==> src/rtl/hazard_pkg.sv <==
// Shared types and encodings for the pipeline hazard controller.
package hazard_pkg;

    typedef enum logic [1:0] {
        IDLE  = 2'd0,
        WAIT  = 2'd1,
        ERROR = 2'd2
    } mem_state_t;

    localparam logic [1:0] RESULT_ALU  = 2'b00;
    localparam logic [1:0] RESULT_LOAD = 2'b01;
    localparam logic [1:0] RESULT_PC4  = 2'b10;

    localparam logic [1:0] FWD_REG = 2'b00;
    localparam logic [1:0] FWD_W   = 2'b01;
    localparam logic [1:0] FWD_M   = 2'b10;

    // M stage holds the younger result, so it wins over W.
    function automatic logic [1:0] fwd_sel(input logic m_hit, input logic w_hit);
        if (m_hit) begin
            return FWD_M;
        end else if (w_hit) begin
            return FWD_W;
        end
        return FWD_REG;
    endfunction

endpackage

==> src/rtl/mem_wait_fsm.sv <==
// Data-memory req/ack sequencer with timeout; ERROR is sticky until reset.
module mem_wait_fsm
    import hazard_pkg::*;
#(
    parameter int unsigned MEM_TIMEOUT = 16
) (
    input  logic clk,
    input  logic rst_n,
    input  logic MemAccessM,
    input  logic mem_ack,
    output logic mem_req,
    output logic mem_stall,
    output logic mem_err
);

    localparam int unsigned CNT_W = (MEM_TIMEOUT > 2) ? $clog2(MEM_TIMEOUT) : 1;
    localparam logic [CNT_W-1:0] CNT_MAX = CNT_W'(MEM_TIMEOUT - 1);

    mem_state_t       state_q, state_d;
    logic [CNT_W-1:0] wait_cnt_q, wait_cnt_d;

    always_ff @(posedge clk or negedge rst_n) begin
        if (!rst_n) begin
            state_q    <= IDLE;
            wait_cnt_q <= '0;
        end else begin
            state_q    <= state_d;
            wait_cnt_q <= wait_cnt_d;
        end
    end

    always_comb begin
        state_d    = state_q;
        wait_cnt_d = wait_cnt_q;
        mem_req    = 1'b0;
        mem_err    = 1'b0;
        case (state_q)
            IDLE: begin
                mem_req = MemAccessM;
                // A same-cycle ack is a zero-wait access and never leaves IDLE.
                if (MemAccessM && !mem_ack) begin
                    state_d    = WAIT;
                    wait_cnt_d = '0;
                end
            end
            WAIT: begin
                mem_req = 1'b1;
                if (mem_ack) begin
                    state_d = IDLE;
                end else if (wait_cnt_q == CNT_MAX) begin
                    state_d = ERROR;
                end else begin
                    wait_cnt_d = wait_cnt_q + CNT_W'(1);
                end
            end
            ERROR: begin
                mem_err = 1'b1;
            end
            default: begin
                state_d = IDLE;
            end
        endcase
        mem_stall = (mem_req && !mem_ack) || mem_err;
    end

endmodule

==> src/rtl/hazard_control_unit.sv <==
// Stall/flush/forward controller for the 5-stage pipeline.
// Optional perf counters (stall_cycles, flush_events) when HAZARD_PERF_CNT_EN is defined.
module hazard_control_unit
    import hazard_pkg::*;
#(
    parameter int unsigned REG_ADDR_W  = 3,
    parameter int unsigned MEM_TIMEOUT = 16,
    parameter int unsigned PERF_W      = 16
) (
    input  logic                  clk,
    input  logic                  rst_n,
    input  logic [REG_ADDR_W-1:0] Rs1D,
    input  logic [REG_ADDR_W-1:0] Rs2D,
    input  logic [REG_ADDR_W-1:0] Rs1E,
    input  logic [REG_ADDR_W-1:0] Rs2E,
    input  logic [REG_ADDR_W-1:0] RdE,
    input  logic [REG_ADDR_W-1:0] RdM,
    input  logic [REG_ADDR_W-1:0] RdW,
    input  logic [1:0]            ResultSrcE,
    input  logic                  RegWriteM,
    input  logic                  RegWriteW,
    input  logic                  PCSrcE,
    input  logic                  MemAccessM,
    input  logic                  mem_ack,
    output logic                  mem_req,
    output logic [1:0]            ForwardAE,
    output logic [1:0]            ForwardBE,
    output logic                  StallF,
    output logic                  StallD,
    output logic                  StallE,
    output logic                  StallM,
    output logic                  FlushD,
    output logic                  FlushE,
    output logic                  FlushW,
    output logic                  mem_err
`ifdef HAZARD_PERF_CNT_EN
    ,
    output logic [PERF_W-1:0]     stall_cycles,
    output logic [PERF_W-1:0]     flush_events
`endif
);

    if (MEM_TIMEOUT < 2 || PERF_W < 1) begin : g_bad_param
        $error("hazard_control_unit: MEM_TIMEOUT must be >= 2 and PERF_W >= 1");
    end

    logic m_valid, w_valid;
    logic lw_stall, mem_stall;

    assign m_valid = RegWriteM && (RdM != '0);
    assign w_valid = RegWriteW && (RdW != '0);

    assign ForwardAE = fwd_sel(m_valid && (RdM == Rs1E), w_valid && (RdW == Rs1E));
    assign ForwardBE = fwd_sel(m_valid && (RdM == Rs2E), w_valid && (RdW == Rs2E));

    assign lw_stall = (ResultSrcE == RESULT_LOAD) && (RdE != '0) &&
                      ((RdE == Rs1D) || (RdE == Rs2D));

    mem_wait_fsm #(
        .MEM_TIMEOUT(MEM_TIMEOUT)
    ) u_mem_wait_fsm (
        .clk       (clk),
        .rst_n     (rst_n),
        .MemAccessM(MemAccessM),
        .mem_ack   (mem_ack),
        .mem_req   (mem_req),
        .mem_stall (mem_stall),
        .mem_err   (mem_err)
    );

    // A memory stall freezes the whole pipe and masks branch/load-use flushes.
    assign StallF = lw_stall || mem_stall;
    assign StallD = lw_stall || mem_stall;
    assign StallE = mem_stall;
    assign StallM = mem_stall;
    assign FlushW = mem_stall;
    assign FlushD = PCSrcE && !mem_stall;
    assign FlushE = (lw_stall || PCSrcE) && !mem_stall;

`ifdef HAZARD_PERF_CNT_EN
    always_ff @(posedge clk or negedge rst_n) begin
        if (!rst_n) begin
            stall_cycles <= '0;
            flush_events <= '0;
        end else begin
            if (StallF && (stall_cycles != '1)) begin
                stall_cycles <= stall_cycles + PERF_W'(1);
            end
            if (FlushE && (flush_events != '1)) begin
                flush_events <= flush_events + PERF_W'(1);
            end
        end
    end
`endif

endmodule

==> config.mk <==
export PLATFORM = sky130hd
export DESIGN_NAME = hazard_control_unit
export DESIGN_NICKNAME = d
export VERILOG_FILES = /design/src/rtl/hazard_pkg.sv /design/src/rtl/mem_wait_fsm.sv /design/src/rtl/hazard_control_unit.sv
export SDC_FILE = /design/constraint.sdc
export NUM_CORES = 1
export LEC_CHECK = 0
export BUFFER_PORTS_ARGS = -buffer_cell sky130_fd_sc_hd__buf_2
export CAP_MARGIN = 20
export CELL_PAD_IN_SITES_DETAIL_PLACEMENT = 2
export CELL_PAD_IN_SITES_GLOBAL_PLACEMENT = 2
export CORE_ASPECT_RATIO = 1.75
export CORE_MARGIN = 3
export CORE_UTILIZATION = 19
export CTS_CLUSTER_DIAMETER = 30
export DETAILED_ROUTE_END_ITERATION = 6
export GPL_TIMING_DRIVEN = 0
export PLACE_DENSITY = 0.86
export SYNTH_ARGS = -nofsm -noshare
export SYNTH_HDL_FRONTEND = slang
export SYNTH_SLANG_ARGS = --single-unit
==> constraint.sdc <==
create_clock -name clk -period 1.4 [get_ports clk]
set_input_delay 0.14 -clock clk [delete_from_list [all_inputs] [get_ports clk]]
set_output_delay 0.14 -clock clk [all_outputs]
set_load 0.02 [all_outputs]
==> results by group <==
GRT
  • Met3 Use GR: 2.51%
  • Met2 Use GR: about a quarter
  • Initial antenna violation count: 0
  • First-pass GRT wire length: 4170 um
  • Most Crowded Layer GR: met2
  • GR Layer Usage met1: 11.3%
  • Pin count of the biggest net entering global routing: 9
  • Vias in the first global route: 896
  • GRT Total Usage: a little over an eighth
  • Congestion Overflow GR: 0

Setup path
  • CP bufs+invs: 2
  • Crit-path max cell delay: 0.43 ns
  • CP max-delay cell: dfrtp_2
  • Worst-path cell chain: o31ai_4 -> nand2b_4 -> buf_6 -> buf_6
  • Max Fanout on Critical Path: 4
  • WS Path Type: flop to output pin
  • CP Data Required Time: 1.26 ns
  • Most frequent CP cell: buf_6
  • Worst Path Arrival: 1.49 ns
  • Critical Path End Type: output pin
  • Startpoint types: flop
  • Critical path's top delay family: flip-flops

Hold path
  • Hold Path Class: input port to async pin

Yosys
  • Cell taking the most area after synthesis: dfrtp_1
  • EDFF count, synth: 0
  • Mux contribution to synthesized area: 0%
  • Cell area after synthesis: roughly 650 um^2
  • Netlist cell types: 27
  • Synth Net Count: 105
  • Leading cell type by number of instances after synthesis: xor2_1
  • Largest family of logic cells by synthesized area: simple AND/OR/NAND/NOR gates
  • Main synth FF type: dfrtp_1
  • Area share of the largest cell type after synthesis: 23.2%
  • Top post-synthesis cells by area: dfrtp_1 (23%), xor2_1 (18%), xnor2_1 (8.1%)
  • Most common library cells after synthesis: xor2_1 (13), dfrtp_1 (6), xnor2_1 (6), nand3_1 (5), nor3_1 (5)
  • Post-synthesis sequential area ratio: between 20 and 25%
  • Yosys Warn Count: 0
  • Cells after Synth: 74
  • Complex-gate fraction of the synthesized area: 13.2%
  • Synth Area in XOR/XNOR: 25.7%
  • Synth Area in Adders: 1.93%
  • Syn Area/Cell: 8.74 um^2
  • FFs w/ async S/R, synth: 100%
  • Flops & latches, synth: 6
  • Post-synthesis simple-gate area fraction: 28.4%

Routing
  • Vias: 782
  • Vias/cell: between 4 and 5
  • WL/cell: 18.1 um
  • Final wirelength: 3130 um
  • Residual DRC count: 0
  • DRT antenna net count: 0
  • First-pass DRT Iterations: 2
  • DR iter-0 viols: 6

Layout
  • Synth-to-layout area growth: 83.0%
  • Design Area, Final: 1180 um^2
  • Final non-filler cell total: 173
  • Final #Nets: about 160
  • Number of diodes: 0
  • Share of post-route cells with drive strength above 1: approximately 60%

Clock network
  • Later-pin clock latency in the skew report: 0.22 ns
  • Clk buf depth: 2
  • CTS Sinks: 6
  • Total CTS buffers: 3
  • CTS root buf: clkbuf_8
  • Clock tree from TritonCTS: done
  • Htree depth: 1
  • Clock transition at the registers of the reported paths: 0.04 ns

Die
  • Die extent in x: about 50 um
  • I/O Pins: 43
  • Die span in y: 83.2 um
  • Initial Utilization: about a fifth
  • # rows: 27
  • Die area: around 4200 um^2
  • Core area: 3210 um^2

Timing
  • Actual slew at the worst max-slew pin: 0.541 ns
  • Part of the cycle the worst path needs: 116%
  • RSZ-0062 raised after global routing: yes
  • Clk_skew: 0.000607 ns
  • F_max: 613 MHz
  • Final worst slack: -0.230 ns
  • Final Max Tran Viols: 0
  • Slew HR: 63.5%
  • Final Setup Violations: 8
  • Fin crit period: 1.63 ns
  • Hold Vio Cnt, Final: 0

Status
  • Outcome: finished with violations
  • Failing checks: setup timing

Power and ir drop
  • Sequential share of power: 24.7%
  • VDD IR-drop max: 543 uV
  • Power Dens Cells: 796 nW/um^2
  • Clock Power Share: around 28%
  • Int Power: a little over 0.6 mW
  • Total leakage power: approximately 0.56 nW
  • Combinational share of power: 47.2%
  • Psw: 0.325 mW
  • Switching part of the total: 34.4%

Place
  • Placed cell area: 940 um^2
  • GPL Wtd Cong: 0.809
  • # placed instances: approximately 160
  • Final HPWL DP: roughly 2000 um
  • Count of input and output buffers: 42

Job
  • Max-Cap Viols: 0
-- state kept, by name, indices dropped and copies added, names as in the netlist --
register	count
u_mem_wait_fsm.wait_cnt_q	4
u_mem_wait_fsm.state_q	2
-- cells in the final DEF (no fill, tap or decap), drive strengths merged --
master        n
nand4         1
nor3b         1
nor4          2
ha            1
or2b          1
nor3          5
buf          56
a21oi         1
and3          1
inv           4
xnor2         6
a31oi         1
nand3b        1
nor2          5
nand2b        3
xor2         13
o31ai         3
nor4b         1
o21ai         5
dlygate4sd3   1
clkbuf        3
dfrtp         6
nand3         6
nand2         2
a32o          1
-- what timing repair did --
| action | CTS | global route |
|---|---|---|
| pin swaps | 4 | 6 |
| setup buffers | 5 | 7 |
| hold endpoints to repair | 6 | 0 |
| hold buffers | 1 | 0 |
| gates resized for setup | 17 | 16 |
| gates cloned | 0 | 0 |
| setup endpoints to repair | 9 | 13 |
-- kinds of logic (layout without fill, tap and decap cells) --
kind of cell,count (synthesis),after routing
flip-flops,6,6
XOR/XNOR,19,19
buffers and inverters,8,64
AO/OA/AOI/OAI,11,11
AND/OR/NAND/NOR,29,29
adder cells (fa/ha/maj),1,1
-- worst paths after layout --
path                                              start                      endpoint  slack, ns  cells after the start
max                           u_mem_wait_fsm.state_q[1]                        StallF      -0.23                      4
min                                               rst_n  u_mem_wait_fsm.wait_cnt_q[3]       0.30                      2
max reg2reg                   u_mem_wait_fsm.state_q[0]  u_mem_wait_fsm.wait_cnt_q[2]      -0.12                      6
min reg2reg                u_mem_wait_fsm.wait_cnt_q[1]  u_mem_wait_fsm.wait_cnt_q[1]       0.59                      2
max in group asynchronous                         rst_n     u_mem_wait_fsm.state_q[1]       0.93                      2
min in group clk                                mem_ack     u_mem_wait_fsm.state_q[1]       0.34                      4
-- through the flow --
step	setup TNS [ns]	hold slack, ns	setup WS, ns	power [mW]	utilization, %
global route	-1.59	0.326	-0.263	1.01	36.9
CTS	-1.12	0.293	-0.238	0.854	33.6
global placement	-0.137	-0.0296	-0.0924	0.523	29.3
detailed placement	-0.326	-0.0205	-0.140	0.544	29.3
finish	-1.12	0.302	-0.230	0.943	36.9
floorplan	-0.0997	-0.156	-0.0997	0.414	-
-- power groups by stage --
stage | Combinational, mW | Sequential [mW] | Clock (mW)
after detailed placement | 0.315 | 0.229 | 0
final | 0.445 | 0.232 | 0.265
after floorplan | 0.192 | 0.222 | 0
after global placement | 0.296 | 0.226 | 0
after CTS | 0.354 | 0.228 | 0.272
after global routing | 0.487 | 0.236 | 0.288
-- metal layers --
| layer | wire [um] | vias to the layer above |
|---|---|---|
| li1 | - | 368 |
| met1 | 1020 | 377 |
| met2 | 1920 | 30 |
| met3 | 128 | 7 |
| met4 | 57 | 0 |
| met5 | 0 | - |
-- layout make-up --
class	count	area (um^2)
Inverter	4	15.0
Tap cell	43	53.8
Clock buffer	3	41.3
Buffer	3	33.8
Sequential cell	6	153
Multi-Input combinational cell	60	517
Fill cell	363	2030
Timing Repair Buffer	54	370
(Power assumes the default switching activity.)
